==> src/rtl/div_seq_4bit.sv <==
`default_nettype none
// ============================================================================
// Module      : div_seq_4bit
// Description : Sequential restoring unsigned divider, 2*SIZE / SIZE bits,
//               one quotient bit per clock, valid/ready on both sides.
// Revision    : 1.0 - initial release
// ============================================================================
module div_seq_4bit #(
    parameter int SIZE = 4
) (
    input  logic                  clk,
    input  logic                  rst_n,
    input  logic                  in_valid,
    output logic                  in_ready,
    input  logic [2*SIZE-1:0]     dividend,
    input  logic [SIZE-1:0]       divisor,
    output logic                  out_valid,
    input  logic                  out_ready,
    output logic [2*SIZE-1:0]     quotient,
    output logic [SIZE-1:0]       remainder,
    output logic                  div_by_zero
);

    localparam int N  = 2 * SIZE;
    localparam int CW = $clog2(N);
    localparam logic [CW-1:0] LAST_STEP = CW'(N - 1);

    typedef enum logic [1:0] {
        IDLE = 2'd0,
        CALC = 2'd1,
        DONE = 2'd2
    } state_t;

    state_t            state;
    state_t            state_next;

    logic [SIZE-1:0]   div_reg;
    // Restoring keeps the partial remainder below the divisor, so SIZE bits
    // hold it; only the trial value needs the extra bit.
    logic [SIZE-1:0]   work_rem;
    logic [N-1:0]      work_q;
    logic [CW-1:0]     step_cnt;

    logic              accept;
    logic              last_step;
    logic [SIZE:0]     trial;
    logic              fits;
    logic [SIZE-1:0]   diff;
    logic [SIZE-1:0]   rem_next;
    logic [N-1:0]      q_next;

    assign in_ready = (state == IDLE);

    always_ff @(posedge clk or negedge rst_n) begin
        if (!rst_n) begin
            state <= IDLE;
        end else begin
            state <= state_next;
        end
    end

    always_comb begin
        state_next = state;
        accept     = 1'b0;
        last_step  = 1'b0;
        case (state)
            IDLE: begin
                if (in_valid) begin
                    accept     = 1'b1;
                    state_next = (divisor == '0) ? DONE : CALC;
                end
            end
            CALC: begin
                if (step_cnt == LAST_STEP) begin
                    last_step  = 1'b1;
                    state_next = DONE;
                end
            end
            DONE: begin
                if (out_ready) begin
                    state_next = IDLE;
                end
            end
            default: state_next = IDLE;
        endcase
    end

    // One restoring step: shift the next dividend bit into the remainder and
    // subtract the divisor when it fits.
    always_comb begin
        trial    = {work_rem, work_q[N-1]};
        fits     = (trial >= {1'b0, div_reg});
        diff     = trial[SIZE-1:0] - div_reg;
        rem_next = fits ? diff : trial[SIZE-1:0];
        q_next   = {work_q[N-2:0], fits};
    end

    always_ff @(posedge clk or negedge rst_n) begin
        if (!rst_n) begin
            div_reg     <= '0;
            work_rem    <= '0;
            work_q      <= '0;
            step_cnt    <= '0;
            quotient    <= '0;
            remainder   <= '0;
            div_by_zero <= 1'b0;
            out_valid   <= 1'b0;
        end else begin
            case (state)
                IDLE: begin
                    if (accept) begin
                        div_reg  <= divisor;
                        work_rem <= '0;
                        work_q   <= dividend;
                        step_cnt <= '0;
                        if (divisor == '0) begin
                            quotient    <= '1;
                            remainder   <= dividend[SIZE-1:0];
                            div_by_zero <= 1'b1;
                            out_valid   <= 1'b1;
                        end
                    end
                end
                CALC: begin
                    work_rem <= rem_next;
                    work_q   <= q_next;
                    step_cnt <= step_cnt + CW'(1);
                    if (last_step) begin
                        quotient    <= q_next;
                        remainder   <= rem_next;
                        div_by_zero <= 1'b0;
                        out_valid   <= 1'b1;
                    end
                end
                DONE: begin
                    if (out_ready) begin
                        out_valid <= 1'b0;
                    end
                end
                default: out_valid <= 1'b0;
            endcase
        end
    end

endmodule
`default_nettype wire

==> config.mk <==
export PLATFORM = sky130hd
export DESIGN_NAME = div_seq_4bit
export DESIGN_NICKNAME = d
export VERILOG_FILES = /design/src/rtl/div_seq_4bit.sv
export SDC_FILE = /design/constraint.sdc
export NUM_CORES = 1
export LEC_CHECK = 0
export CAP_MARGIN = 5
export CORE_MARGIN = 4
export CORE_UTILIZATION = 30
export DETAILED_ROUTE_END_ITERATION = 10
export PLACE_DENSITY = 0.59
export SETUP_SLACK_MARGIN = 0.4
export SYNTH_ARGS = -nofsm -noshare
export SYNTH_HDL_FRONTEND = slang
export SYNTH_SLANG_ARGS = --single-unit
==> constraint.sdc <==
create_clock -name clk -period 2.25 [get_ports clk]
set_input_delay 0.225 -clock clk [delete_from_list [all_inputs] [get_ports clk]]
set_output_delay 0.225 -clock clk [all_outputs]
set_load 0.02 [all_outputs]
# Word-level counts from Yosys, hierarchy flattened
# Index checks and enable logic that the tools add are counted.
word_totals:
  register_bits: 35
  word_cells: 60
  input_bits: 16
classes:
  reduce_logical: 8
  add_sub_neg: 2
  magnitude_cmp: 1
  eq_ne: 9
  n_mux: 31
ops:
  columns: ["cell", "n"]
  rows:
  - ["2-to-1 mux 8 bit", 4]
  - ["case mux 8 bit (2 select lines)", 2]
  - ["2-to-1 mux 4 bit", 5]
  - ["case mux 4 bit (2 select lines)", 2]
  - ["2-to-1 mux 1 bit", 9]
  - ["2-to-1 mux 2 bit", 4]
  - ["inequality test 2 bit (second input constant)", 4]
  - ["AND reduction 4 bit", 2]
  - ["case mux 2 bit (3 select lines)", 1]
  - ["case mux 3 bit (2 select lines)", 1]
  - ["greater-or-equal comparator 5 x 4 -> 1 bit", 1]
  - ["logical NOT 4 bit", 1]
  - ["inequality test 2 x 1 -> 1 bit (second input constant)", 2]
  - ["AND reduction 2 bit", 2]
  - ["subtractor 4 bit", 1]
  - ["adder 3 x 1 -> 3 bit (second input constant)", 1]
  - ["== test 3 bit (second input constant)", 1]
  - ["2-to-1 mux 3 bit", 1]
  - ["case mux 1 bit (3 select lines)", 1]
  - ["AND reduction 3 bit", 1]
  - ["== test 2 x 1 -> 1 bit (second input constant)", 1]
  - ["== test 2 bit (second input constant)", 1]
  - ["logical NOT 2 bit", 1]
  - ["case mux 1 bit (2 select lines)", 1]
  - ["nonzero test 2 bit", 1]

# Longest topological paths before layout
# Gate-level depths: netlist of the first run.
logic_depth:
  word_depth: 5
  ltp_mapped: 8
  depth_no_buf: 7

# Worst setup path after synthesis of the first run
# OpenSTA, ideal clock, no wires.
synth_timing:
  kind: "reg-to-reg"
  from: "register state[1]"
  to: "register div_reg[0]"
  period_less_slack_ns: 1.702
  arrival_ns: 1.578
  setup_ns: 0.125
  path_buffers: 1
  required_ns: 2.125
  stages_incl_launch_ff: 5
  setup_slack_ns: 0.548
  path_cell_list: "dfrtp_1 > nor2_1 > and2_1 > clkbuf_1 > mux2_2"
synth_between:
  elab_chain_len: 3
synth_lines:
  columns: ["item", "line", "rtl"]
  rows:
  - ["start, declared", "34", "state_t state;"]
  - ["start signal, assigned", "58", "state <= state_next;"]
  - ["logical NOT 2 bit (*)", null, null]
  - ["via in_ready", "14", "output logic in_ready,"]
  - ["2-to-1 mux 1 bit", "66", "case (state)"]
  - ["AND reduction 2 bit (no source line) (*)", null, null]
  - ["end signal, assigned", "112", "div_reg <= divisor;"]
  - ["end, declared", "37", "logic [SIZE-1:0] div_reg;"]
# The timed path passes the listed nets; every way through them passes the cells marked *.
# A chain may end at the register's enable or synchronous reset.

# Worst setup path after layout of the first run
layout_timing:
  from: "register work_q[7]"
  to: "register remainder[2]"
layout_between:
  elab_chain_len: 4
  elab_cells_between_ends: 5
  cone_classes: "1 x add/sub; 1 x order compare; 3 x mux"
layout_lines:
  columns: ["item", "line", "rtl"]
  rows:
  - ["start, declared", "41", "logic [N-1:0] work_q;"]
  - ["start signal, assigned", "114", "work_q <= dividend;"]
  - ["start signal, assigned", "126", "work_q <= q_next;"]
  - ["subtractor 4 bit or greater-or-equal comparator 5 x 4 -> 1 bit (tied branches)", "93, 92", null]
  - ["2-to-1 mux 4 bit (*)", "94", "rem_next = fits ? diff : trial[SIZE-1:0];"]
  - ["2-to-1 mux 4 bit (*)", "128", "if (last_step) begin"]
  - ["case mux 4 bit (2 select lines) (*)", "109", "case (state)"]
  - ["end signal, assigned", "118", "remainder <= dividend[SIZE-1:0];"]
  - ["end signal, assigned", "130", "remainder <= rem_next;"]
  - ["end, declared", "20", "output logic [SIZE-1:0] remainder,"]
# Mark *: on every way between the ends. The rest lies on a longest branch, timed or not. The select of a mux whose other input is x is not followed.

==> results of run 1 <==
-- area by class of cell --
cell class	instances	area share, %
clock buffer	7	3.40
clock inverter	1	0.223
inverter	9	1.50
multi-input combinational	125	35.5
sequential	35	39.0
tap	72	4.01
timing repair buffer	39	16.3
-- placed cells by master (no fill, tap or decap), types with 5 or more instances in the layout --
master            n
a21oi_1           5
nand2_1          40
nor2_1            9
dfrtp_1          35
clkdlybuf4s50_1  29
clkbuf_8          5
inv_1             8
nand3_1           5
mux2i_1           7
o21ai_0          24
ha_1              5
buf_4             9
-- Yosys cell counts, drive strengths merged, types with 3 or more instances --
cell | number | area, um^2
nand2 | 40 | 150
o21ai | 24 | 120
nand3 | 5 | 25.0
a21oi | 6 | 30.0
nor2 | 9 | 33.8
buf | 4 | 33.8
a22o | 3 | 35.0
ha | 6 | 75.1
a31oi | 3 | 25.0
inv | 9 | 33.8
mux2i | 7 | 70.1
dfrtp | 35 | 876
clkbuf | 4 | 15.0
-- final timing paths --
check	end	slack, ps	start
hold reg to reg	quotient[2]$_DFFE_PN0P_	470	quotient[2]$_DFFE_PN0P_
max in group asynchronous	work_rem[3]$_DFFE_PN0P_	1560	rst_n
hold / removal	div_reg[0]$_DFFE_PN0P_	360	rst_n
setup reg to reg	remainder[2]$_DFFE_PN0P_	460	work_q[7]$_DFFE_PN0P_
min in group clk	quotient[2]$_DFFE_PN0P_	470	quotient[2]$_DFFE_PN0P_
setup / recovery	remainder[2]$_DFFE_PN0P_	460	work_q[7]$_DFFE_PN0P_
-- cells by family (layout without fill, tap and decap cells) --
family / Yosys count / in the layout / share of synthesized area [%]
DFF: 35 / 35 / 50.7
xor gates and xnor gates: 1 / 1 / 0.507
and+or+nand+nor: 65 / 65 / 16.3
adders and majority gates: 7 / 7 / 5.50
AOI/OAI and AO/OA: 43 / 43 / 16.9
buffers and inverters: 17 / 56 / 4.78
muxes: 9 / 9 / 5.36
-- report_power, final --
part	internal [uW]	switching, uW	total (uW)
Sequential	926	198	1120
Combinational	869	987	1860
Clock	217	215	432
-- through the flow --
| stage | worst slack, ps | instance area [um^2] | util, % | hold WS, ps |
|---|---|---|---|---|
| after global placement | 394 | 2110 | 38.0 | 460 |
| after detailed placement | 302 | 2110 | 38.0 | 464 |
| after floorplan | 548 | 1730 | - | -70.6 |
| final | 465 | 2250 | 40.5 | 355 |
| after global routing | 397 | 2250 | 40.5 | 405 |
| after CTS | 418 | 2190 | 39.5 | 374 |
-- per-layer routing --
layer | global-route usage, % | wire length, um
met2 | 17.2 | 1720
met1 | 15.5 | 1790
met5 | 0 | 0
met4 | 4.82 | 66
met3 | 2.86 | 208
-- timing repair --
item                       CTS  global route
cloned                       0             0
pin swaps                    0             1
setup buffers                0             4
gates resized for setup      1             6
setup endpoints to repair    1             6
==> results.sh, run 1 <==
export IMPL_reg_largest_list="quotient x8, work_q x8"
export IMPL_fillerInstances=577
export IMPL_layoutNonFillerInstCount=288
export IMPL_status="completed"
export IMPL_slew_headroom_pct=68.0
export IMPL_grt_ovfl_total=0
export IMPL_cp_depth=7
export IMPL_placedCellCount=276
export IMPL_finalCritPeriodShare_pct=79.3
export IMPL_route_vias_total=1366
export IMPL_die_width_um=83.9
export IMPL_fin_crit_ps=1790
export IMPL_portBuffers=30
export IMPL_die_h_um=83.9
export IMPL_wl_um=3790
export IMPL_core_mm2=0.00554
export IMPL_setup_viol_count_final=0
export IMPL_end_kind="flip-flop"
export IMPL_grt_pass1_wl_um=6370
export IMPL_hold_viol_final=0
export IMPL_cp_slowest_cell="dfrtp_1"
export IMPL_multiInputGateArea_um2=798
export IMPL_drive_gt1_share_pct=13.0
export IMPL_cpPeakStageDelay_ps=380
export IMPL_cp_buffers_inverters=1
export IMPL_seqCellArea_um2=876
export IMPL_cellPowerDensity_mw_per_mm2=1520
export IMPL_cp_arrival_ps=1990
export IMPL_syn_cell_area_mm2=0.00173
export IMPL_cp_required_ps=2460
export IMPL_viasPerCell=4.74
export IMPL_synthesis_nets=200
export IMPL_reg2reg_depth=7
export IMPL_initial_core_util_pct=31.2
export IMPL_area_delta_synth_final_pct=30.0
export IMPL_drcViolationCount=0
export IMPL_synth_edf_count=0
export IMPL_grt_max_degree=36
export IMPL_nets=238
export IMPL_cp_max_fo=5
export IMPL_insertion_delay_ps=280
export IMPL_rsz0062_at_grt="no"
export IMPL_dieArea_mm2=0.00704
export IMPL_ys_ff_latch=35
export IMPL_yosysSeqAreaShare_pct=50.7
export IMPL_cts_root_buf="clkbuf_8"
export IMPL_cts_tree="yes"
export IMPL_place_congestion=0.753
export IMPL_dr_pass1_iters=4
export IMPL_grt_pass1_vias=1308
export IMPL_wl_per_cell_um=13.1
export IMPL_grtUsageTotal_pct=11.4
export IMPL_num_rows=27
export IMPL_tightest_slew_ps=479
export IMPL_drv_cap=0
export IMPL_synth_ff_type="dfrtp_1"
export IMPL_async_reset_ff_share_pct=100
export IMPL_synth_distinct_cells=33
export IMPL_cp_start_kind="flip-flop"
export IMPL_ctsHoldBuffers=0
export IMPL_avgSynthCellArea_um2=9.76
export IMPL_clock_sinks=35
export IMPL_total_power_uw=3410
export IMPL_path_class="flip-flop to flip-flop"
export IMPL_fmax_ghz=0.560
export IMPL_hpwl_um=2710
export IMPL_clock_skew_ps=6.22
export IMPL_cts_buffers=5
export IMPL_path_cells="inv_1, ha_1, nand2b_1, a21oi_2, a22o_4, or3_4, a31oi_1"
export IMPL_synth_warning_count=0
export IMPL_clk_pin_slew_ps=70
export IMPL_drv_slew=0
export IMPL_leakage_uw=0.000992
export IMPL_antenna_cells=0
export IMPL_ir_drop_mv=0.558
export IMPL_grt_antenna_before_repair=0
export IMPL_drt_initial_drc_count=117
export IMPL_finalSetupTns_ps=0
export IMPL_h_tree_depth=2
export IMPL_syn_inst=177
export IMPL_hp_class="primary input to asynchronous set/reset pin"
export IMPL_detail_route_antenna_nets=0
export IMPL_cts_path_max_buffers=2
export IMPL_io_pins=31
export IMPL_cpLargestDelayFamily="compound AO/OA/AOI/OAI gates"
Note: power is estimated with default switching activity, not from simulation.
==> inputs of run 2 (changes only) <==
PLACE_DENSITY = 0.6   (was 0.59)
clock period = 1.58 ns   (was 2.25 ns; I/O delays follow)
==> run 2 against run 1 <==
The run now ends with setup timing left. Combinational power is 120% higher. Critical path depth is the same. Die area unchanged. Hold slack got worse by 72 ps. Final area is 27% higher. Final cell count up 14%. Largest cell class is now multi-input gates. Largest power group unchanged.
==> results.sh, run 2 (synthesis gave the netlist of run 1 again) <==
export IMPL_fin_crit_ps=1710
export IMPL_cpPeakStageDelay_ps=400
export IMPL_status="complete, but fails checks"
export IMPL_drive_gt1_share_pct=44.3
export IMPL_hpwl_um=2850
export IMPL_cp_slowest_cell="dfrtp_1"
export IMPL_cp_arrival_ps=1920
export IMPL_grt_antenna_before_repair=0
export IMPL_cellPowerDensity_mw_per_mm2=2310
export IMPL_cp_start_kind="flip-flop"
export IMPL_cts_path_max_buffers=2
export IMPL_grt_ovfl_total=0
export IMPL_dr_pass1_iters=4
export IMPL_swShare_pct=39.3
export IMPL_h_tree_depth=2
export IMPL_path_cells="inv_2, ha_4, inv_2, fa_2, xnor2_1, or3_4, a31oi_1"
export IMPL_drv_slew=0
export IMPL_crit_top_cell="inv_2"
export IMPL_wl_um=4720
export IMPL_fmax_ghz=0.585
export IMPL_cp_buffers_inverters=2
export IMPL_final_cell_mix="dfrtp_1, nand2_1, buf_4"
export IMPL_grt_pass1_vias=1536
export IMPL_setup_viol_count_final=9
export IMPL_cp_required_ps=1790
export IMPL_nets=277
export IMPL_viasPerCell=4.68
export IMPL_cts_tree="yes"
export IMPL_reg_largest_list="quotient x8, work_q x8"
export IMPL_io_pins=31
export IMPL_cts_root_buf="clkbuf_8"
export IMPL_clock_skew_ps=7.29
export IMPL_wl_per_cell_um=14.4
export IMPL_violations="setup timing"
export IMPL_final_area_mm2=0.00286
export IMPL_dieArea_mm2=0.00704
export IMPL_p_int_uw=3990
export IMPL_hold_ws_ps=284
export IMPL_ir_drop_mv=0.896
export IMPL_finalCritPeriodShare_pct=108
export IMPL_grt_max_degree=36
export IMPL_die_h_um=83.9
export IMPL_antenna_cells=0
export IMPL_cp_max_fo=3
export IMPL_insertion_delay_ps=290
export IMPL_end_kind="flip-flop"
export IMPL_cpLargestDelayFamily="adder cells"
export IMPL_place_congestion=0.759
export IMPL_clock_sinks=35
export IMPL_num_rows=27
export IMPL_clk_pin_slew_ps=70
export IMPL_layoutNonFillerInstCount=327
export IMPL_die_width_um=83.9
export IMPL_portBuffers=30
export IMPL_core_mm2=0.00554
export IMPL_ctsHoldBuffers=0
export IMPL_route_vias_total=1529
export IMPL_initial_core_util_pct=31.2
export IMPL_dp_slack_ps=-167
export IMPL_pwr_share_seq_pct=24.9
export IMPL_leakage_uw=0.00128
export IMPL_layout_setup_ws_ps=-130
export IMPL_rsz0062_at_grt="yes"
export IMPL_p_sw_uw=2590
export IMPL_placedCellCount=294
export IMPL_power_share_clock_pct=12.7
export IMPL_path_class="flip-flop to flip-flop"
export IMPL_cts_buffers=5
export IMPL_drt_initial_drc_count=64
export IMPL_area_delta_synth_final_pct=65.2
export IMPL_hold_viol_final=0
export IMPL_postPlaceCellArea_mm2=0.00231
export IMPL_grt_pass1_wl_um=7500
export IMPL_slew_headroom_pct=68.8
export IMPL_total_power_uw=6580
export IMPL_ff2ff_setup_slack_ps=-130
export IMPL_fillerInstances=520
export IMPL_detail_route_antenna_nets=0
export IMPL_grtUsageTotal_pct=13.3
export IMPL_final_common_cell="dfrtp_1"
export IMPL_tightest_slew_ps=467
export IMPL_drv_cap=0
export IMPL_p_comb_share_pct=62.3
export IMPL_drcViolationCount=0
export IMPL_hp_class="primary input to asynchronous set/reset pin"
## run 2: cell count changes in the layout (fill, tap and decap cells not counted), sizes merged
cell,change
bufinv,+1
dlygate4sd2,+4
buf,+38
and3,+1
clkdlybuf4s15,+9
clkdlybuf4s50,-16
clkbuf,+2
## run 2: layout make-up
class                      instances  area (um^2)  share of cell area, %
multi-input combinational        126         1000                   35.0
sequential                        35          878                   30.8
timing repair buffer              77          731                   25.6
tap                               72         90.1                   3.16
clock buffer                       6         82.6                   2.89
inverter                           9         38.8                   1.36
clock inverter                     2         35.0                   1.23
## run 2: metal layers
layer | track usage (%) | vias to the layer above | share of wire, %
li1 | - | 765 | -
met1 | 15.3 | 733 | 43
met2 | 24.0 | 24 | 52
met4 | 4.39 | 0 | 1.4
met5 | 0 | - | 0
met3 | 3.36 | 7 | 3.3
## run 2: power groups by stage
| stage | registers (uW) | clock network (uW) | logic, uW |
|---|---|---|---|
| floorplan | 1790 | 0 | 1750 |
| global placement | 1630 | 0 | 2980 |
| detailed placement | 1630 | 0 | 3040 |
| CTS | 1630 | 855 | 3590 |
| global route | 1690 | 902 | 4470 |
| finish | 1640 | 836 | 4100 |
## run 2: path summary, 6_finish.rpt
kind / startpoint / to / cells after the start
setup / recovery: work_q[7]$_DFFE_PN0P_ / remainder[2]$_DFFE_PN0P_ / 7
hold / removal: rst_n / work_q[4]$_DFFE_PN0P_ / 2
setup reg to reg: work_q[7]$_DFFE_PN0P_ / remainder[2]$_DFFE_PN0P_ / 7
hold reg to reg: quotient[5]$_DFFE_PN0P_ / quotient[5]$_DFFE_PN0P_ / 2
max in group asynchronous: rst_n / state[0]$_DFFE_PN0P_ / 2
min in group clk: divisor[2] / div_reg[2]$_DFFE_PN0P_ / 3
## run 2: through the flow
stage	TNS, ps	util [%]
after floorplan	-251	-
after global placement	-1690	41.7
after CTS	-696	48.0
final	-676	51.5
after detailed placement	-2200	41.7
after global routing	-1300	51.5
## run 2: what timing repair did
action / 4_1_cts / 5_1_grt
gates cloned: 2 / 1
hold endpoints to repair: 0 / 0
endpoints found under the setup margin: 50 / 47
pin swaps: 19 / 14
setup buffers: 12 / 10
gates resized for setup: 65 / 41
